$ cat src/rtl/traffic_pkg.sv
// Shared types and constants for the intersection light controller.
// Optional macro TRAFFIC_NIGHT_MODE_EN adds the FLASH state.
package traffic_pkg;

    typedef enum logic [2:0] {
        NS_GREEN  = 3'd0,
        NS_YELLOW = 3'd1,
        ALL_RED_A = 3'd2,
        EW_GREEN  = 3'd3,
        EW_YELLOW = 3'd4,
        ALL_RED_B = 3'd5
`ifdef TRAFFIC_NIGHT_MODE_EN
        ,
        FLASH     = 3'd6
`endif
    } state_t;

    localparam logic [2:0] LIGHT_RED = 3'b100;
    localparam logic [2:0] LIGHT_YEL = 3'b010;
    localparam logic [2:0] LIGHT_GRN = 3'b001;
    localparam logic [2:0] LIGHT_OFF = 3'b000;

    function automatic logic is_green(state_t s);
        is_green = (s == NS_GREEN) || (s == EW_GREEN);
    endfunction

    function automatic logic is_all_red(state_t s);
        is_all_red = (s == ALL_RED_A) || (s == ALL_RED_B);
    endfunction

    function automatic state_t next_state(state_t s);
        next_state = ALL_RED_B;
        unique case (s)
            NS_GREEN:  next_state = NS_YELLOW;
            NS_YELLOW: next_state = ALL_RED_A;
            ALL_RED_A: next_state = EW_GREEN;
            EW_GREEN:  next_state = EW_YELLOW;
            EW_YELLOW: next_state = ALL_RED_B;
            ALL_RED_B: next_state = NS_GREEN;
            default:   next_state = ALL_RED_B;
        endcase
    endfunction

endpackage

$ cat src/rtl/traffic_ctrl_fsm_edge_tick.sv
// Rising-edge detector: one-clk pulse per rising edge of a clk-domain input.
// A level already high when reset releases is not treated as an edge.
module edge_tick (
    input  logic clk,
    input  logic rst,
    input  logic in,
    output logic tick
);

    logic in_q;
    logic armed;

    always_ff @(posedge clk or posedge rst) begin
        if (rst) begin
            in_q  <= 1'b0;
            armed <= 1'b0;
        end else begin
            in_q  <= in;
            armed <= 1'b1;
        end
    end

    assign tick = in & ~in_q & armed;

endmodule

$ cat src/rtl/traffic_ctrl_fsm.sv
// Two-way intersection light sequencer driven by divider clkdiv ticks.
// Optional macro TRAFFIC_NIGHT_MODE_EN adds a night input and FLASH state.
module traffic_ctrl_fsm
    import traffic_pkg::*;
#(
    parameter int GREEN_TICKS     = 10,
    parameter int YELLOW_TICKS    = 4,
    parameter int ALL_RED_TICKS   = 2,
    parameter int MIN_GREEN_TICKS = 3
) (
    input  logic       clk,
    input  logic       rst,
    input  logic       clkdiv,
`ifdef TRAFFIC_NIGHT_MODE_EN
    input  logic       night,
`endif
    input  logic       ped_req,
    output logic       timer,
    output logic [2:0] ns_light,
    output logic [2:0] ew_light,
    output logic       ped_walk
);

    localparam int WALK_TICKS = ALL_RED_TICKS + GREEN_TICKS / 2;
    localparam int MAX_A = (GREEN_TICKS > YELLOW_TICKS) ? GREEN_TICKS : YELLOW_TICKS;
    localparam int MAX_B = (MAX_A > ALL_RED_TICKS) ? MAX_A : ALL_RED_TICKS;
    localparam int MAX_T = (MAX_B > WALK_TICKS) ? MAX_B : WALK_TICKS;
    localparam int CNT_W = (MAX_T > 1) ? $clog2(MAX_T) : 1;

    typedef logic [CNT_W-1:0] cnt_t;

    state_t     state, nxt;
    cnt_t       tick_cnt, cnt_nxt, dur_m1;
    logic       ped_pending, pend_nxt;
    logic       walk_q, walk_nxt;
    logic       tick, last, early;
    logic [2:0] ns_d, ew_d;
    logic       timer_d;
`ifdef TRAFFIC_NIGHT_MODE_EN
    logic       flash_q, flash_nxt;
`endif

    edge_tick u_tick (
        .clk  (clk),
        .rst  (rst),
        .in   (clkdiv),
        .tick (tick)
    );

    // An all-red entered with a pending walk is stretched for the crossing.
    always_comb begin
        dur_m1 = cnt_t'(ALL_RED_TICKS - 1);
        unique case (state)
            NS_GREEN, EW_GREEN:   dur_m1 = cnt_t'(GREEN_TICKS - 1);
            NS_YELLOW, EW_YELLOW: dur_m1 = cnt_t'(YELLOW_TICKS - 1);
            ALL_RED_A, ALL_RED_B: dur_m1 = walk_q ? cnt_t'(WALK_TICKS - 1)
                                                  : cnt_t'(ALL_RED_TICKS - 1);
            default:              dur_m1 = '0;
        endcase
    end

    assign last  = (tick_cnt == dur_m1);
    assign early = is_green(state) && ped_pending &&
                   (tick_cnt >= cnt_t'(MIN_GREEN_TICKS - 1));

    always_comb begin
        nxt      = state;
        cnt_nxt  = tick_cnt;
        walk_nxt = walk_q;
        pend_nxt = ped_pending | ped_req;
`ifdef TRAFFIC_NIGHT_MODE_EN
        flash_nxt = flash_q;
`endif
        if (tick) begin
`ifdef TRAFFIC_NIGHT_MODE_EN
            if (night && state != FLASH) begin
                nxt       = FLASH;
                cnt_nxt   = '0;
                flash_nxt = 1'b1;
            end else if (state == FLASH) begin
                if (!night) begin
                    nxt     = ALL_RED_B;
                    cnt_nxt = '0;
                end else begin
                    flash_nxt = ~flash_q;
                end
            end else if (last || early) begin
                nxt     = next_state(state);
                cnt_nxt = '0;
            end else begin
                cnt_nxt = tick_cnt + 1'b1;
            end
`else
            if (last || early) begin
                nxt     = next_state(state);
                cnt_nxt = '0;
            end else begin
                cnt_nxt = tick_cnt + 1'b1;
            end
`endif
        end
        if (nxt != state) begin
            if (is_all_red(nxt)) begin
                walk_nxt = ped_pending;
                pend_nxt = ped_req;
            end else begin
                walk_nxt = 1'b0;
            end
        end
`ifdef TRAFFIC_NIGHT_MODE_EN
        if (state == FLASH || nxt == FLASH) begin
            pend_nxt = 1'b0;
            walk_nxt = 1'b0;
        end
`endif
    end

    always_comb begin
        ns_d    = LIGHT_OFF;
        ew_d    = LIGHT_OFF;
        timer_d = 1'b1;
        unique case (state)
            NS_GREEN:  begin ns_d = LIGHT_GRN; ew_d = LIGHT_RED; end
            NS_YELLOW: begin ns_d = LIGHT_YEL; ew_d = LIGHT_RED; timer_d = 1'b0; end
            EW_GREEN:  begin ns_d = LIGHT_RED; ew_d = LIGHT_GRN; end
            EW_YELLOW: begin ns_d = LIGHT_RED; ew_d = LIGHT_YEL; timer_d = 1'b0; end
            ALL_RED_A,
            ALL_RED_B: begin ns_d = LIGHT_RED; ew_d = LIGHT_RED; end
`ifdef TRAFFIC_NIGHT_MODE_EN
            FLASH: begin
                ns_d    = flash_q ? LIGHT_YEL : LIGHT_OFF;
                ew_d    = flash_q ? LIGHT_YEL : LIGHT_OFF;
                timer_d = 1'b0;
            end
`endif
            default:   begin ns_d = LIGHT_RED; ew_d = LIGHT_RED; end
        endcase
    end

    always_ff @(posedge clk or posedge rst) begin
        if (rst) begin
            state       <= ALL_RED_B;
            tick_cnt    <= '0;
            ped_pending <= 1'b0;
            walk_q      <= 1'b0;
            ns_light    <= LIGHT_RED;
            ew_light    <= LIGHT_RED;
            timer       <= 1'b1;
            ped_walk    <= 1'b0;
        end else begin
            state       <= nxt;
            tick_cnt    <= cnt_nxt;
            ped_pending <= pend_nxt;
            walk_q      <= walk_nxt;
            ns_light    <= ns_d;
            ew_light    <= ew_d;
            timer       <= timer_d;
            ped_walk    <= walk_q;
        end
    end

`ifdef TRAFFIC_NIGHT_MODE_EN
    always_ff @(posedge clk or posedge rst) begin
        if (rst) flash_q <= 1'b0;
        else     flash_q <= flash_nxt;
    end
`endif

endmodule
$ cat config.mk
export PLATFORM = sky130hd
export DESIGN_NAME = traffic_ctrl_fsm
export DESIGN_NICKNAME = d
export VERILOG_FILES = /design/src/rtl/traffic_pkg.sv /design/src/rtl/traffic_ctrl_fsm_edge_tick.sv /design/src/rtl/traffic_ctrl_fsm.sv
export SDC_FILE = /design/constraint.sdc
export NUM_CORES = 1
export LEC_CHECK = 0
export CAP_MARGIN = 20
export CELL_PAD_IN_SITES_DETAIL_PLACEMENT = 1
export CELL_PAD_IN_SITES_GLOBAL_PLACEMENT = 1
export CORE_UTILIZATION = 42
export DETAILED_ROUTE_END_ITERATION = 10
export GPL_ROUTABILITY_DRIVEN = 0
export PLACE_DENSITY_LB_ADDON = 0.1
export SKIP_CTS_REPAIR_TIMING = 1
export SYNTH_ARGS = -nofsm -noshare
export SYNTH_HDL_FRONTEND = slang
export SYNTH_HIERARCHICAL = 1
export SYNTH_SLANG_ARGS = --single-unit
$ cat constraint.sdc
create_clock -name clk -period 2.7 [get_ports clk]
set_clock_uncertainty 0.1 [all_clocks]
set_input_delay 0.54 -clock clk [delete_from_list [all_inputs] [get_ports clk]]
set_output_delay 0.54 -clock clk [all_outputs]
set_load 0.03 [all_outputs]
* Word-level counts from Yosys, hierarchy flattened
Index checks and enable logic that the tools add are counted.
** Storage, ports and cells
- Register bits :: 19
- Input port bits :: 4
- Output and inout bits :: 8
- Logic and storage cells :: 46
** Cells by class
- $add $sub $neg :: 1
- $lt $le $gt $ge :: 1
- Equality and inequality tests :: 9
- Multiplexer cells :: 12
- Bitwise gates (word level) :: 4
- Reductions and logical operators :: 9
** Operators with widths (number)
- $pmux W3 S5 :: 1
- $pmux W3 S2 :: 2
- $pmux W4 S3 :: 1
- $eq A3 B2 Y1 const B :: 3
- $eq A3 B3 Y1 const B :: 3
- $mux W3 :: 3
- $reduce_or A2 Y1 :: 3
- $add A4 B1 Y4 const B :: 1
- $eq A4 B4 Y1 :: 1
- $ge A4 B2 Y1 const B :: 1
- $mux W1 :: 4
- $mux W4 :: 1
- $eq A3 B1 Y1 const B :: 1
- $logic_not A3 Y1 :: 1
- $logic_or A1 B1 Y1 :: 3
- $ne A3 B3 Y1 :: 1
- $and A1 B1 Y1 :: 2
- $logic_and A1 B1 Y1 :: 2
- $not A1 Y1 :: 1
- $or A1 B1 Y1 :: 1

* Logic depth before layout (Yosys ltp)
- Depth after elaboration :: 11
- Mapped depth :: 7
- Mapped depth without buffers :: 6

* Modules after synthesis
The synthesis kept the hierarchy.
** Modules (own cells, without submodules)
- traffic_ctrl_fsm :: times used 1, cells an instance 93, area an instance 938.4 µm², sequential area each 431.7 µm²
- edge_tick :: times used 1, cells an instance 5, area an instance 66.3 µm², sequential area each 50.0 µm²

* Least setup slack after synthesis
Ideal clock, no wire load.
- Path type :: reg2reg
- Start point :: register state[2]
- End point :: register tick_cnt[0]
- Setup time :: 125 ps
- Arrival :: 1871 ps
- Required time :: 2475 ps
- Slack :: 604 ps
- Stages on the path, launching flop included :: 8
- Buffers on the path :: 2
- Period minus slack after synthesis :: 2096 ps
- Cell sequence :: dfstp_2 buf_4 buf_2 nand3_1 a311o_1 a32oi_4 nor3_1 mux2_2
** On the way
- Longest elaborated chain between the ends :: 6
- Elaborated cells on any way between the ends :: 16
- Those cells by class :: eq/ne: 6; mux: 2; reduce/logical: 8
** RTL lines
- start, declared :: RTL line traffic_ctrl_fsm.sv:32 : state_t state, nxt;
- start signal, assigned :: RTL line traffic_ctrl_fsm.sv:151 : state <= nxt;
- $eq A3 B3 Y1, or another cell as far along :: RTL line traffic_ctrl_fsm.sv:53 : unique case (state)
- $reduce_or A2 Y1, or another cell as far along :: RTL line traffic_ctrl_fsm.sv:53
- $pmux W4 S3 / $logic_and A1 B1 Y1 (equally long branches) :: RTL line traffic_ctrl_fsm.sv:53, traffic_ctrl_fsm.sv:63
- $eq A4 B4 Y1 / $logic_and A1 B1 Y1 (equally long branches) :: RTL line traffic_ctrl_fsm.sv:62, traffic_ctrl_fsm.sv:63
- $logic_or A1 B1 Y1 (*) :: RTL line traffic_ctrl_fsm.sv:94 : if (last || early) begin
- $mux W4 (*) :: RTL line traffic_ctrl_fsm.sv:94
- end signal, assigned :: RTL line traffic_ctrl_fsm.sv:152 : tick_cnt <= cnt_nxt;
- end, declared :: RTL line traffic_ctrl_fsm.sv:33 : cnt_t tick_cnt, cnt_nxt, dur_m1;
Mark *: on every way between the ends. The rest lies on a longest branch, timed or not.
A chain may end at the register's enable or synchronous reset.

* Worst setup path in the final report
- Start point :: register state[0]
- End point :: register tick_cnt[0]
The elaborated chain is that of the path after synthesis.

==> results by group <==
GRT
  • First-pass GRT wire length: 3820 µm
  • Vias in the first global route: 760
  • Grt ovf: 0
  • Antenna violations before repair: 0
  • Largest net degree at the start of global routing: 18
  • GRT Util Overall: 0.201

Clock network
  • H-tree levels: 1
  • Worst-Skew Late Latency: 0.31 ns
  • CTS tree: yes
  • CTS sink count: 19
  • TritonCTS Buffers: 3
  • Root buf cell: clkbuf_4
  • Clk slew on worst S/H paths: 0.12 ns
  • CTS Buffer Depth: 2

Placement
  • IO buf count: 11
  • Post-DP HPWL: 1510 µm
  • Dpl cells: 130

Logic synthesis
  • Yosys cell types: 43
  • Post-synth top area share: 0.349
  • Seq/Total Area, Yosys: 0.479
  • Most used DFF post-synth: dfrtp_1
  • EDFF count, synth: 0
  • Post-Synthesis Cell Area: 1000 µm²
  • Synth area leaders: dfrtp_1 35%, dfstp_2 13%, a32oi_4 2.7%
  • #FFs+latches synth: 19
  • FFs w/ async S/R, synth: 1.00
  • Yosys Warn Count: 6
  • Post-Syn Instances: 98
  • Syn nets: 104
  • Syn_area_per_cell: 10.3 µm²
  • Area leader, netlist: dfrtp_1

Timing
  • Worst-margin pin slew: 0.652 ns
  • Slew HR: 0.565
  • Period utilization: 0.888
  • Hold Fails Final Rpt: 0
  • Fin. max-slew vios: 0
  • Final setup fails: 0
  • Setup tns final: 0 ns
  • Unrepaired setup endpoints after global routing: false
  • Hold Slack: 0.294 ns
  • Tmin final: 2.40 ns
  • Highest clock rate: 417 MHz

Power
  • Combinational power share: 0.449
  • Cell Int Power: 0.710 mW
  • Reg power frac: 0.432
  • Switching Fraction: 0.453
  • Switching Power: 0.587 mW
  • P_leak: 0.463 nW
  • PnR Total Power: 1.30 mW
  • Clock group share of total power: 0.118
  • Worst vdd rail ir drop: 0.000527 V
  • Pwr per Cell Area: 1130 nW/µm²

Min path
  • Hold crit path type: in -> async

Finish
  • # diodes: 0
  • Final nets: 113
  • Layout cells sized above 1: 0.151
  • Layout area overhead: 14.1%
  • Non-Filler Instances: 134

Drt
  • DR WL/cell: 16.2 µm
  • # DRC: 0
  • Routed WL: 2170 µm
  • Vias per cell: 5.78
  • Iter 0 DRT Violations: 9
  • Antenna viol nets, final: 0
  • Via count: 775
  • DRT Pass-1 Iters: 4

Setup path
  • CP Cell Sequence: nor2b_2 > nand3_1 > a311o_1 > a32oi_4 > nor3_1 > mux2_2
  • Max stage delay cell, worst path: dfstp_2
  • Worst setup EP type: flop
  • Crit path depth: 6
  • WP buf/inv: 0
  • Critical Path RT: 2.80 ns
  • Crit Path Category: reg -> reg
  • Critical path peak fanout: 11
  • CP max stage delay: 0.66 ns
  • CP top delay family: compound AO/OA/AOI/OAI gates
  • Worst setup SP type: flop
  • CP Data Arrival Time: 2.50 ns
  • R2R depth: 6

Status
  • Status: finished clean

Floorplanning
  • Row cnt: 17
  • Starting Density: 0.450
  • Core area: 2230 µm²
  • Die Height: 50.9 µm
  • IO Pins: 12
  • Die W: 50.9 µm
  • Die area: 2590 µm²

Flow run
  • Max-Cap Viols: 0
## metal layers
metal	track usage	part of all wire	wire length (µm)
met5	0	0	0
met1	0.280	0.50	1080
met3	0.0357	0.024	53
met4	0.0694	0.012	25
met2	0.314	0.46	1010
## Yosys cell counts (2+ instances only)
library cell / number
o2bb2ai_1: 2
a31oi_1: 3
clkbuf_1: 3
a21oi_1: 4
and3_1: 3
o21ai_0: 2
nor3_1: 4
a211o_1: 2
nand2_1: 5
inv_1: 7
ha_1: 2
nand3_1: 3
buf_2: 3
xnor2_1: 2
dfstp_2: 5
dfrtp_1: 14
nor2b_2: 2
nor2_1: 5
nand2b_1: 3
## stage by stage
step           utilization  cell area [µm²]  worst slack [ns]
6_report             0.513             1150             0.302
5_1_grt              0.513             1150             0.201
4_1_cts              0.513             1150             0.315
3_5_place_dp         0.500             1120             0.326
3_3_place_gp         0.500             1120             0.393
2_1_floorplan            -             1000             0.604
## area by class of cell
cell class | count | area (µm²)
fillers | 264 | 1090
flip-flops and latches | 19 | 482
multi-input cells | 65 | 463
repair buffers | 11 | 110
well taps | 28 | 35.0
inverters | 7 | 26.3
clock buffers | 3 | 22.5
clock inverters | 1 | 7.51
## cell families (layout without fill, tap and decap cells)
kind of cell / count (synthesis) / after routing / share of synthesized area
flip-flops: 19 / 19 / 0.479
buffers and inverters: 14 / 22 / 0.0598
AO/OA/AOI/OAI: 25 / 25 / 0.199
XOR/XNOR: 2 / 2 / 0.0174
adder cells (fa/ha/maj): 2 / 2 / 0.0249
AND/OR/NAND/NOR: 33 / 33 / 0.194
multiplexers: 2 / 2 / 0.0212
other: 1 / 1 / 0.00373
## cell usage in the layout (no fill, tap or decap), types with 3 or more instances in the layout
cell type / synthesis / final
nand2_1: 5 / 5
inv_1: 7 / 7
clkbuf_4: 0 / 3
dfrtp_1: 14 / 14
a21oi_1: 4 / 4
clkdlybuf4s50_1: 0 / 11
a31oi_1: 3 / 3
nand3_1: 3 / 3
and3_1: 3 / 3
dfstp_2: 5 / 5
nand2b_1: 3 / 3
nor2_1: 5 / 5
nor3_1: 4 / 4
## final timing paths
kind | startpoint | to | slack (ns)
min in group clk | ped_pending | ped_pending | 0.43
worst max register to register | state[0] | tick_cnt[0] | 0.30
max in group asynchronous | rst | tick_cnt[3] | 1.53
worst min-delay path | rst | u_tick/armed | 0.29
worst max-delay path | state[0] | tick_cnt[0] | 0.30
worst min register to register | ped_pending | ped_pending | 0.43
## sequential cells by signal, summed over array words and instances (netlist names)
signal and count:
tick_cnt 4, timer 1, ew_light 3, ped_walk 1, u_tick/in_q 1, state 3, u_tick/armed 1, ped_pending 1
ns_light 3, walk_q 1
## power groups by stage
stage / combinational [mW] / clock [mW] / sequential (mW)
2_1_floorplan: 0.443 / 0 / 0.536
3_3_place_gp: 0.571 / 0 / 0.559
3_5_place_dp: 0.582 / 0 / 0.563
4_1_cts: 0.585 / 0.162 / 0.558
5_1_grt: 0.639 / 0.169 / 0.582
6_report: 0.583 / 0.153 / 0.561
Note: power is estimated with default switching activity, not from simulation.
